File: config.mk
export PLATFORM = sky130hd
export DESIGN_NAME = hazard_stall_ctrl
export DESIGN_NICKNAME = d
export VERILOG_FILES = /design/src/rtl/hazard_stall_ctrl.sv
export SDC_FILE = /design/constraint.sdc
export NUM_CORES = 1
export LEC_CHECK = 0
export CORE_MARGIN = 5
export CORE_UTILIZATION = 35
export DETAILED_ROUTE_END_ITERATION = 12
export MAX_ROUTING_LAYER = met4
export PLACE_DENSITY_LB_ADDON = 0.25
export SLEW_MARGIN = 20
export SYNTH_ARGS = -nofsm -noshare
export SYNTH_HDL_FRONTEND = slang
export SYNTH_SLANG_ARGS = --single-unit
File: constraint.sdc
create_clock -name clk -period 2.6 [get_ports clk]
set_clock_uncertainty 0.15 [all_clocks]
set_input_delay 0.52 -clock clk [delete_from_list [all_inputs] [get_ports clk]]
set_output_delay 0.52 -clock clk [all_outputs]
set_load 0.01 [all_outputs]
File: src/rtl/hazard_stall_ctrl.sv
// hazard_stall_ctrl
//   Decode-side sequencing controller. A shift-register scoreboard follows the
//   register writes of issued instructions through EX/MEM. A decode read that
//   hits a pending write holds PC/IF/ID and shifts a bubble into the
//   scoreboard. The stall vector is arbitrated in the order flush, external
//   stall, RAW hazard, normal issue.
// Ports
//   clk, rst            clock; synchronous active-high reset
//   id_valid_i          decode holds a valid instruction
//   reg{1,2}_read_i     register read enables
//   reg{1,2}_addr_i     register read addresses
//   wreg_i, wd_i        decoded register write enable / destination
//   stallreq_ext_i      external stall request (freezes the whole pipe)
//   flush_i             drop every in-flight instruction
//   stall_o             {WB,MEM,EX,ID,IF,PC} stall vector
//   issue_o             decode advances into EX this cycle
//   hazard_o            RAW hazard stall active this cycle
//   busy_o              any scoreboard slot valid
//   stall_cnt_o         saturating count of hazard-stall cycles

// Per-slot comparator: one instance per scoreboard slot.
module haz_slot_cmp (
  input  logic       pend_v,
  input  logic [4:0] pend_a,
  input  logic [4:0] rd_addr1,
  input  logic [4:0] rd_addr2,
  output logic       hit1,
  output logic       hit2
);
  assign hit1 = pend_v & (pend_a == rd_addr1);
  assign hit2 = pend_v & (pend_a == rd_addr2);
endmodule

module hazard_stall_ctrl #(
  parameter int HAZ_DEPTH = 2,
  parameter int CNT_W     = 16
) (
  input  logic             clk,
  input  logic             rst,
  input  logic             id_valid_i,
  input  logic             reg1_read_i,
  input  logic [4:0]       reg1_addr_i,
  input  logic             reg2_read_i,
  input  logic [4:0]       reg2_addr_i,
  input  logic             wreg_i,
  input  logic [4:0]       wd_i,
  input  logic             stallreq_ext_i,
  input  logic             flush_i,
  output logic [5:0]       stall_o,
  output logic             issue_o,
  output logic             hazard_o,
  output logic             busy_o,
  output logic [CNT_W-1:0] stall_cnt_o
);

  // slot 0 = EX, slot 1 = MEM, ...
  logic [HAZ_DEPTH-1:0]      pend_v;
  logic [HAZ_DEPTH-1:0][4:0] pend_a;
  logic [HAZ_DEPTH-1:0]      hit1, hit2;
  logic                      match1, match2, raw;
  logic                      haz;

  genvar k;
  generate
    for (k = 0; k < HAZ_DEPTH; k++) begin : g_slot
      haz_slot_cmp u_cmp (
        .pend_v   (pend_v[k]),
        .pend_a   (pend_a[k]),
        .rd_addr1 (reg1_addr_i),
        .rd_addr2 (reg2_addr_i),
        .hit1     (hit1[k]),
        .hit2     (hit2[k])
      );
    end
  endgenerate

  // r0 is hardwired zero, so it can never carry a dependency.
  assign match1 = reg1_read_i & (|reg1_addr_i) & (|hit1);
  assign match2 = reg2_read_i & (|reg2_addr_i) & (|hit2);
  assign raw    = id_valid_i & (match1 | match2);

  always_comb begin
    stall_o  = 6'b000000;
    issue_o  = 1'b0;
    haz      = 1'b0;
    if (rst) begin
      stall_o = 6'b000000;
    end else if (flush_i) begin
      stall_o = 6'b000000;
    end else if (stallreq_ext_i) begin
      stall_o = 6'b111111;
    end else if (raw) begin
      stall_o = 6'b000111;
      haz     = 1'b1;
    end else begin
      issue_o = id_valid_i;
    end
  end

  assign hazard_o = haz;
  assign busy_o   = ~rst & (|pend_v);

  always_ff @(posedge clk) begin
    if (rst) begin
      pend_v      <= '0;
      pend_a      <= '0;
      stall_cnt_o <= '0;
    end else begin
      if (flush_i) begin
        pend_v <= '0;
      end else if (!stallreq_ext_i) begin
        // A hazard cycle shifts in a bubble, which bounds any hazard to
        // HAZ_DEPTH consecutive cycles. The oldest slot falls off the end.
        pend_v[0] <= ~raw & id_valid_i & wreg_i & (|wd_i);
        pend_a[0] <= raw ? 5'd0 : wd_i;
        for (int i = 1; i < HAZ_DEPTH; i++) begin
          pend_v[i] <= pend_v[i-1];
          pend_a[i] <= pend_a[i-1];
        end
      end
      if (haz && (stall_cnt_o != {CNT_W{1'b1}}))
        stall_cnt_o <= stall_cnt_o + {{(CNT_W-1){1'b0}}, 1'b1};
    end
  end

endmodule

==> impl_metrics.ini, run 1 <==
[outcome]
outcome = finished with violations
violations = setup timing

[detailed_routing]
vias_per_cell = 5.18
dr_total_vias = 1730
drcViolationCount = 0
first_iter_violations = 152
wirelength_um = 4870
drtAntennaViolNets = 0
first_pass_iters = 6
wl_per_cell_um = 14.6

[logic_synthesis]
syn_nets = 223
synth_compound_area_share_pct = 18.3
syn-cell-area_um2 = 1660
synthMuxAreaShare_pct = 3.25
synth-edff-count = 0
synth_xor_xnor_area_share_pct = 11.1
yosys.area_share.simple_pct = 25.9
ys_warn_count = 0
async_flop_share_pct = 0
syn_area_per_cell_um2 = 8.33
syn_inst = 199
yosysUniqueCellTypes = 41
synth_top_family_by_area = simple AND/OR/NAND/NOR gates
synth_adder_area_share_pct = 0.755
ys.flop_type = dfxtp_1
synth-seq-cells = 28
synth-seq-area-share_pct = 33.8

[place]
io_buffers = 47
dp_hpwl_um = 3520
placed_area_um2 = 2340
placedCellCount = 318
gp_congestion = 0.856

[sta]
hold_viol = 0
fin_tns_setup_ns = -0.0380
period_needed_ns = 2.62
slew_violations = 0
worst_pin_slew_ns = 0.444
fin_ws_ns = -0.0239
rsz0062_at_grt = true
fmax_mhz = 381
setup_viol = 2
holdWs_ns = 0.361
slew_headroom_pct = 70.3
fin_crit_sh_pct = 101

[final_layout]
drive_above_1_share_pct = 34.6
syn2layout_area_growth_pct = 56.5
stdcell_count = 334
multi_input_area_um2 = 1100
final_common_cell = buf_4
final_cell_mix = buf_4 (39), clkdlybuf4s50_1 (27), dfxtp_1 (19)
ff_latch_area_um2 = 582
diodes = 0
layout.nets = 305
fillCellCount = 436
fin_area_um2 = 2590

[clock_network]
cts.sinks = 28
holdBufCountCts = 0
cts_buffer_depth = 2
cts.clk_slew.worst_paths_ns = 0.10
ctsRootBufferMaster = clkbuf_8
cts_tree = done
clock_latency_ns = 0.27
cts_made_buffers = 3
h-tree-depth = 1

[floorplanning]
start_util_pct = 35.6
die_area_um2 = 6210
rows = 25
core_um2 = 4660
die_w_um = 78.8
die_h_um = 78.8
boundaryPins = 48

[setup_path]
worstReg2RegStart = pend_a[3]
arrival_ns = 1.95
worstRegToRegCells = 13
criticalPathCategory = input port to primary output
cp_slowest_stage_delay_ns = 0.53
reg2reg_slack_ns = 0.12
crit_start = reg2_addr_i[2]
worstSetupStartpointType = input port
crit_path_cell_trace = buf_8 > or4_4 > o21a_1 > a32o_2 > buf_6 > nor2_4 > buf_6
cp-end-kind = primary output
cp_common_cell = buf_6
critical_path.endpoint = issue_o
slowest_stage = or4_4
cp_max_fo = 3
required_ns = 1.93
r2r_end = stall_cnt_o[4]

[global_routing]
grtUsageTotal_pct = 16.5
grt_pass1_wl_um = 8170
first_global_vias = 1745
grtUsageMet2_pct = 27.2
grt_max_degree = 23
grt.overflow.total = 0
antenna_found_initial = 0
use_met3_pct = 3.06
grt-busiest-layer = met2
use_met1_pct = 20.8

[pwr]
peakVddDrop_mv = 0.197
power.density_nw_per_um2 = 330
p_leak_nw = 1.02

[run]
maxCapViolCount = 0

[worst_hold_path]
worstHoldPathType = flip-flop to flip-flop
registers in the layout, summed over array words and instances, names as in the netlist:
| register | count |
|---|---|
| pend_a | 10 |
| stall_cnt_o | 16 |
| pend_v | 2 |
critical path: cells and delay by family:
family          cells  cell delay [ns]
simple gates        2             0.63
compound gates      2             0.45
buf+inv             3             0.35
cells in the mapped netlist, drive strengths merged, types with 5 or more instances:
cell type   n  area, um^2
dfxtp      28         561
xnor2      20         175
nand2      19        73.8
nor2       16        60.1
o21ai      14        70.1
a21oi      11        55.1
buf        10        85.1
nand4       8        50.1
a32o        7        70.1
nand3       7        35.0
and3        6        42.5
or3         6        37.5
inv         5        18.8
nor2b       5        31.3
nor3        5        36.3
routing by layer:
metal	routed length (um)	vias up
met5	0	-
met2	2430	33
met3	175	2
li1	-	879
met1	2240	816
met4	29	0
kinds of logic after synthesis:
group	after synthesis
XOR/XNOR	21
AO/OA/AOI/OAI	46
multiplexers	5
AND/OR/NAND/NOR	80
buffers and inverters	18
flip-flops	28
adder cells (fa/ha/maj)	1
what timing repair did:
action,in CTS,in global routing
pin swaps,17,7
resized for setup,82,32
buffers inserted,7,5
endpoints found under the setup margin,9,12
worst min-delay path by stage:
stage	start	to	slack (ns)	cells after the start
detailed placement	stall_cnt_o[9]	stall_cnt_o[9]	0.35	2
floorplan	pend_a[0]	pend_a[5]	0.33	2
finish	stall_cnt_o[9]	stall_cnt_o[9]	0.36	2
CTS	stall_cnt_o[9]	stall_cnt_o[9]	0.36	2
global placement	stall_cnt_o[9]	stall_cnt_o[9]	0.34	2
global route	pend_a[7]	pend_a[7]	0.38	2
cell type report:
class,instances,share of cell area (%)
clock buffer,4,2.12
inverter,5,0.820
multi-input combinational,153,42.4
sequential,28,22.4
tap,54,2.60
timing repair buffer,90,29.6
report_power, final:
group	switching (mW)	internal (mW)	total (mW)
logic	0.0632	0.0829	0.146
clock network	0.134	0.135	0.270
registers	0.00894	0.432	0.441
total	0.206	0.650	0.857
per-stage QoR:
step | power [mW] | utilization [%] | setup slack (ns)
3_3_place_gp | 0.586 | 50.2 | -0.865
6_report | 0.857 | 55.7 | -0.0239
3_5_place_dp | 0.587 | 50.2 | -0.866
4_1_cts | 0.847 | 52.3 | -0.00945
2_1_floorplan | 0.510 | - | 0.0363
5_1_grt | 0.896 | 55.7 | -0.0739
No activity file was read; power rests on OpenSTA's default activity.
==> run 2: changes to the inputs <==
--- a/config.mk
+++ b/config.mk
@@ -7,9 +7,9 @@
 export LEC_CHECK = 0
 export CORE_MARGIN = 5
 export CORE_UTILIZATION = 35
+export CTS_CLUSTER_SIZE = 16
 export DETAILED_ROUTE_END_ITERATION = 12
 export MAX_ROUTING_LAYER = met4
-export PLACE_DENSITY_LB_ADDON = 0.25
 export SLEW_MARGIN = 20
 export SYNTH_ARGS = -nofsm -noshare
 export SYNTH_HDL_FRONTEND = slang
==> run 2 against run 1 <==
The flow still finishes with violations (setup timing). Hold slack better by 0.0049 ns. Power is 0.20% higher. Clock power is 1% higher. Cell count rose by 0.60%. Via count increased by 0.69%. Non-clock buffer count up 2. Flip-flop and latch count did not move.
==> impl_metrics.ini, run 2 (same netlist as run 1, synthesis figures left out) <==
[place]
gp_congestion = 0.929
dp_hpwl_um = 3480
io_buffers = 47
placed_area_um2 = 2350

[clock_network]
cts.sinks = 28
cts_tree = done
cts_made_buffers = 3
h-tree-depth = 1
cts_buffer_depth = 2
cts.clk_slew.worst_paths_ns = 0.10
ctsRootBufferMaster = clkbuf_8
clock_latency_ns = 0.27

[worst_hold_path]
whs_endpoint = pend_a[6]
whs_path_depth = 2
hold_start = pend_a[6]
worstHoldPathType = flip-flop to flip-flop

[final_layout]
syn2layout_area_growth_pct = 57.0
final_cell_mix = buf_4 (40), clkdlybuf4s50_1 (28), dfxtp_1 (19)
layout.nets = 307
final_common_cell = buf_4
drive_above_1_share_pct = 34.8
max_flop_register = stall_cnt_o
fin_area_um2 = 2600
largest_register_ffs = 16
diodes = 0
top_regs = stall_cnt_o (16), pend_a (10), pend_v (2)

[setup_path]
crit_path_cell_trace = buf_8 > or4_4 > o21a_1 > a32o_2 > buf_6 > nand2_4 > a211oi_4 > buf_2
cp.buffers_inverters = 3
cp_max_fo = 3
cp_top_family = simple AND/OR/NAND/NOR gates
reg2reg_slack_ns = 0.07
required_ns = 1.93
cp-end-kind = primary output
worstRegToRegCells = 14
cp_slowest_stage_delay_ns = 0.53
r2r_end = stall_cnt_o[0]
slowest_stage = or4_4
worstReg2RegStart = pend_a[8]
arrival_ns = 1.99
criticalPathCategory = input port to primary output
worstSetupStartpointType = input port

[pwr]
peakVddDrop_mv = 0.211
power_mw = 0.858
power.density_nw_per_um2 = 330
p_leak_nw = 1.03

[sta]
worst_pin_slew_ns = 0.423
slew_headroom_pct = 71.7
fmax_mhz = 376
rsz0062_at_grt = true
fin_ws_ns = -0.0568
hold_viol = 0
fin_crit_sh_pct = 102
period_needed_ns = 2.66
slew_violations = 0
fin_tns_setup_ns = -0.195
setup_viol = 4

[detailed_routing]
wl_per_cell_um = 14.5
wirelength_um = 4860
vias_per_cell = 5.18
dr_total_vias = 1742
first_pass_iters = 4
drtAntennaViolNets = 0
drcViolationCount = 0
first_iter_violations = 65

[floorplanning]
rows = 25
boundaryPins = 48
die_area_um2 = 6210
core_um2 = 4660
start_util_pct = 35.6
die_h_um = 78.8
die_w_um = 78.8

[run]
maxCapViolCount = 0

[outcome]
outcome = finished with violations
violations = setup timing

[global_routing]
first_global_vias = 1688
antenna_found_initial = 0
grtUsageTotal_pct = 16.0
grt.overflow.total = 0
grt_pass1_wl_um = 8010
grt_max_degree = 22
## run 2: cell count changes in the layout (fill, tap and decap cells not counted), sizes merged
| cell | delta |
|---|---|
| clkdlybuf4s15 | +1 |
| clkdlybuf4s50 | +1 |
| buf | +1 |
| dlygate4sd2 | -1 |
## run 2: final cells by class
cell class	instances	area [um^2]
Tap cell	54	67.6
Sequential cell	28	574
Timing Repair Buffer	92	792
Inverter	5	21.3
Multi-Input combinational cell	153	1090
Clock buffer	4	55.1
Fill cell	425	2060
## run 2: how the worst max path moves through the flow
stage              startpoint    endpoint  slack (ns)  cells after the start
2_1_floorplan  reg2_addr_i[1]  stall_o[1]        0.04                      6
3_3_place_gp   reg1_addr_i[1]  stall_o[1]       -0.87                      8
3_5_place_dp   reg1_addr_i[4]  stall_o[1]       -0.85                      8
4_1_cts        reg2_addr_i[3]  stall_o[1]       -0.08                      8
5_1_grt             pend_a[9]  stall_o[1]       -0.11                      8
6_report       reg2_addr_i[2]  stall_o[1]       -0.06                      8
## run 2: through the flow
step / util, % / setup slack (ns) / hold WS (ns) / instances
floorplan: - / 0.0363 / 0.330 / 199
global placement: 50.5 / -0.874 / 0.349 / 320
detailed placement: 50.5 / -0.851 / 0.364 / 320
CTS: 53.3 / -0.0786 / 0.376 / 332
global route: 55.8 / -0.115 / 0.398 / 336
finish: 55.8 / -0.0568 / 0.365 / 336
## run 2: repair_timing
item | in CTS | in global routing
gates cloned | 0 | 1
pin swaps | 15 | 7
hold buffers | 0 | 0
hold endpoints to repair | 0 | 0
setup buffers | 8 | 4
setup endpoints to repair | 10 | 11
resized for setup | 85 | 27
## run 2: layer usage
layer	part of all wire, %	track usage [%]	routed length [um]
met5	0	-	0
met4	0.49	4.30	24
met3	5.5	3.29	269
met2	48	25.1	2330
met1	46	21.1	2240
## run 2: worst min-delay path, stage by stage (launching register included)
cell and delay [ns]:
dfxtp_2 0.35, o21ai_0 0.07, a21oi_1 0.06
## run 2: where the power goes
part,internal [mW],switching (mW),total [mW],leakage [nW]
sequential,0.434,0.00795,0.442,0.231
combinational,0.0810,0.0609,0.142,0.768
clock,0.136,0.139,0.274,0.0288
==> run 3: changes to the inputs <==
--- a/config.mk
+++ b/config.mk
@@ -10,7 +10,6 @@
 export CTS_CLUSTER_SIZE = 16
 export DETAILED_ROUTE_END_ITERATION = 12
 export MAX_ROUTING_LAYER = met4
-export SLEW_MARGIN = 20
 export SYNTH_ARGS = -nofsm -noshare
 export SYNTH_HDL_FRONTEND = slang
 export SYNTH_SLANG_ARGS = --single-unit
==> results of run 3 <==
Final layout, timing and power as in run 2 (identical DEF).
